### src/rtl/accel_rd_pipe.sv
// Read-response delay line: RD_LAT stages of valid/data. The data of a stage
// only moves when a valid word moves into it, so the last stage holds the
// most recent response while nothing new arrives.
module accel_rd_pipe #(
  parameter int DATA_W = 64,
  parameter int RD_LAT = 1
) (
  input  logic              clk,
  input  logic              rst_n,
  input  logic              in_valid,
  input  logic [DATA_W-1:0] in_data,
  output logic              out_valid,
  output logic [DATA_W-1:0] out_data
);

  logic [RD_LAT-1:0] vld_q, vld_d;
  logic [DATA_W-1:0] dat_q [RD_LAT];
  logic [DATA_W-1:0] dat_d [RD_LAT];

  // Next-stage values: shift valid every cycle, move data only with valid
  always_comb begin
    vld_d    = '0;
    dat_d    = dat_q;
    vld_d[0] = in_valid;
    if (in_valid) dat_d[0] = in_data;
    for (int k = 1; k < RD_LAT; k++) begin
      vld_d[k] = vld_q[k-1];
      if (vld_q[k-1]) dat_d[k] = dat_q[k-1];
    end
  end

  // Stage registers, cleared by reset
  always_ff @(posedge clk or negedge rst_n) begin
    if (!rst_n) begin
      vld_q <= '0;
      for (int k = 0; k < RD_LAT; k++) dat_q[k] <= '0;
    end else begin
      vld_q <= vld_d;
      dat_q <= dat_d;
    end
  end

  assign out_valid = vld_q[RD_LAT-1];
  assign out_data  = dat_q[RD_LAT-1];

endmodule

### config.mk
export PLATFORM = sky130hd
export DESIGN_NAME = accel_rd_pipe
export DESIGN_NICKNAME = d
export VERILOG_FILES = /design/src/rtl/accel_rd_pipe.sv
export SDC_FILE = /design/constraint.sdc
export NUM_CORES = 1
export LEC_CHECK = 0
export ABC_AREA = 1
export BUFFER_PORTS_ARGS = -buffer_cell sky130_fd_sc_hd__buf_2
export CAP_MARGIN = 10
export CELL_PAD_IN_SITES_DETAIL_PLACEMENT = 1
export CELL_PAD_IN_SITES_GLOBAL_PLACEMENT = 1
export CORE_ASPECT_RATIO = 0.8
export CORE_MARGIN = 4
export CORE_UTILIZATION = 31
export DETAILED_ROUTE_END_ITERATION = 6
export GPL_TIMING_DRIVEN = 1
export HOLD_SLACK_MARGIN = 0.03
export PLACE_DENSITY = 0.86
export SYNTH_ARGS = -nofsm -noshare
export SYNTH_HDL_FRONTEND = slang
export SYNTH_SLANG_ARGS = --single-unit
export TNS_END_PERCENT = 20
### constraint.sdc
create_clock -name clk -period 0.8 [get_ports clk]
set_input_delay 0.12 -clock clk [delete_from_list [all_inputs] [get_ports clk]]
set_output_delay 0.12 -clock clk [all_outputs]
set_load 0.05 [all_outputs]
==> results.toml <==
[die]
die_area_um2 = 9473
num_rows = 28
die_h_um = 87.86
core-area_um2 = 7567
chipWidth_um = 107.8
start_util_pct = 32.66
io_pins = 132

[power]
p_switching_mw = 3.173
seqPwrFrac_pct = 40.2
internal_power_mw = 6.380
peakVddDrop_mv = 1.001
p_comb_share_pct = 29.6
clock_power_share_pct = 30.2
pwr_density_cell_nw_per_um2 = 2078
p_sw_share_pct = 33.22
p_leak_nw = 2.459

[logic_synthesis]
syn-cell-area_um2 = 2471
synthCells = 271
seq_area_frac_synth_pct = 65.82
synth.net_count = 338
synth_seq_cells = 65
yosysUniqueCellTypes = 6
avgSynthCellArea_um2 = 9.119
yosys_warnings = 0

[timing]
fmax_mhz = 961.3
finalHoldViolations = 0
slew_headroom_pct = 80.90
fin_ws_ns = -0.2403
rsz0062_at_grt = "yes"
tightest_slew_ns = 0.2865
setup_viol = 67
skew_ns = 0
holdWs_ns = 0.1743
period_minus_slack_ns = 1.040
slew_viol_final = 0
fin_crit_sh_pct = 130.0

[worst_setup_path]
critPathLaunchType = "flip-flop"
path_class = "reg2out"
crit_chain = "buf_6"
slowest_delay_ns = 0.43
cpLargestDelayFamily = "flip-flops"
cp.arrival_ns = 0.92
critical_path_buf_inv_count = 1
crit_slowest_cell = "dfrtp_2"
end_kind = "output pin"
worstPathRequired_ns = 0.68
cp_max_fo = 2

[grt]
grt_first_pass_wirelength_mm = 16.58
antenna_found_initial = 1
grt.overflow.total = 0
grt_max_degree = 38
grt_pass1_vias = 3113
grt_usage_pct = 23.17

[place]
hpwl_mm = 5.279
io_buffers = 131
place_inst = 500
finalWeightedCongestion = 0.7313

[cts]
htree_levels = 3
ctsLongestPathBuffers = 2
clock_insertion_delay_worst_skew_ns = 0.32
numCtsBuffers = 9
cts_root_buf = "clkbuf_8"
clk_pin_slew_ns = 0.07
clkSinkCount = 65
cts_tree = "done"

[route]
vias = 2661
antenna_left = 0
drc = 0
wl_mm = 10.89
detail_route.wl_per_cell_um = 18.48
vias_per_cell = 4.518
dr.pass1.iters = 4
drt_iter0_drc = 74

[final_layout]
layout-drive-gt1-share_pct = 36.44
final_cells = 589
fillers = 868
nets = 545
area_delta_synth_final_pct = 86.03

[status]
outcome = "finished, violations left"
violations = "setup timing"

[worst_hold_path]
min_path_type = "in2reg"

[flow_run]
cap_violations = 0
## path summary, 6_finish.rpt
kind / slack, ns / endpoint / depth (start not counted) / startpoint
setup / recovery: -0.24 / out_data[13] / 1 / out_data[13]
hold / removal: 0.17 / out_valid / 2 / in_valid
setup reg to reg: -0.10 / out_data[5] / 4 / out_data[5]
hold reg to reg: 0.50 / out_data[23] / 2 / out_data[23]
max in group asynchronous: 0.21 / out_data[14] / 3 / rst_n
min in group asynchronous: 0.38 / out_data[59] / 3 / rst_n
## area by class of cell
cell class	instances	area, um2	area share, %
Antenna cell	1	2.502	0.05444
Clock buffer	14	172.7	3.756
Clock inverter	2	35.03	0.7621
Inverter	1	3.754	0.08165
Multi-Input combinational cell	192	733.2	15.95
Sequential cell	65	1642	35.71
Tap cell	105	131.4	2.858
Timing Repair Buffer	209	1877	40.83
## cells in the final DEF (no fill, tap or decap), drive strengths merged
cell	Yosys	routed
nand2	192	192
buf	7	144
dlygate4sd3	0	65
dfrtp	65	65
clkbuf	6	14
diode	0	1
inv	1	1
bufinv	0	1
clkinv	0	1
## stage by stage
| step | util, % | setup TNS (ns) | area (um2) | worst slack (ns) | power [mW] |
|---|---|---|---|---|---|
| floorplan | - | -1.688 | 2486 | -0.03246 | 5.190 |
| finish | 60.75 | -13.43 | 4597 | -0.2403 | 9.554 |
| global route | 60.75 | -15.96 | 4597 | -0.2665 | 9.955 |
| CTS | 60.10 | -14.61 | 4548 | -0.2473 | 9.488 |
| detailed placement | 43.09 | -0.1587 | 3261 | -0.04000 | 5.881 |
| global placement | 43.09 | 0 | 3261 | 0.02107 | 5.824 |
## metal layers
metal / GRT usage [%] / part of all wire (%)
met1: 24.41 / 38
met2: 44.64 / 54
met3: 6.116 / 5.5
met4: 8.257 / 2.9
met5: 0 / 0
## timing repair
action                                  CTS  global route
endpoints found under the setup margin   65            68
resized for setup                       130             6
hold buffers                             65             0
endpoints found under the hold margin   129             0
buffers inserted                          3             4
pin swaps                                 0             0
## synth_stat cells
| cell | instances | area, um2 |
|---|---|---|
| nand2_1 | 192 | 720.7 |
| dfrtp_1 | 65 | 1627 |
| buf_2 | 6 | 30.03 |
| clkbuf_8 | 6 | 82.58 |
| buf_4 | 1 | 7.510 |
| inv_2 | 1 | 3.750 |
## logic make-up (layout without fill, tap and decap cells)
kind of cell  Yosys count  after routing  share of synthesized area (%)
other cells             0              1                              0
simple gates          192            192                          29.16
buf+inv                14            226                          5.013
flops                  65             65                          65.82
## power by group through the flow
| stage | registers, mW | logic, mW | clock network (mW) |
|---|---|---|---|
| 2_1_floorplan | 4.83 | 0.362 | 0 |
| 3_3_place_gp | 3.79 | 2.04 | 0 |
| 3_5_place_dp | 3.80 | 2.08 | 0 |
| 4_1_cts | 3.81 | 2.70 | 2.97 |
| 5_1_grt | 3.87 | 2.98 | 3.11 |
| 6_report | 3.84 | 2.83 | 2.88 |
## registers in the layout, summed over array words and instances, names as in the netlist
name	flops
out_data	64
out_valid	1
(Power assumes the default switching activity.)
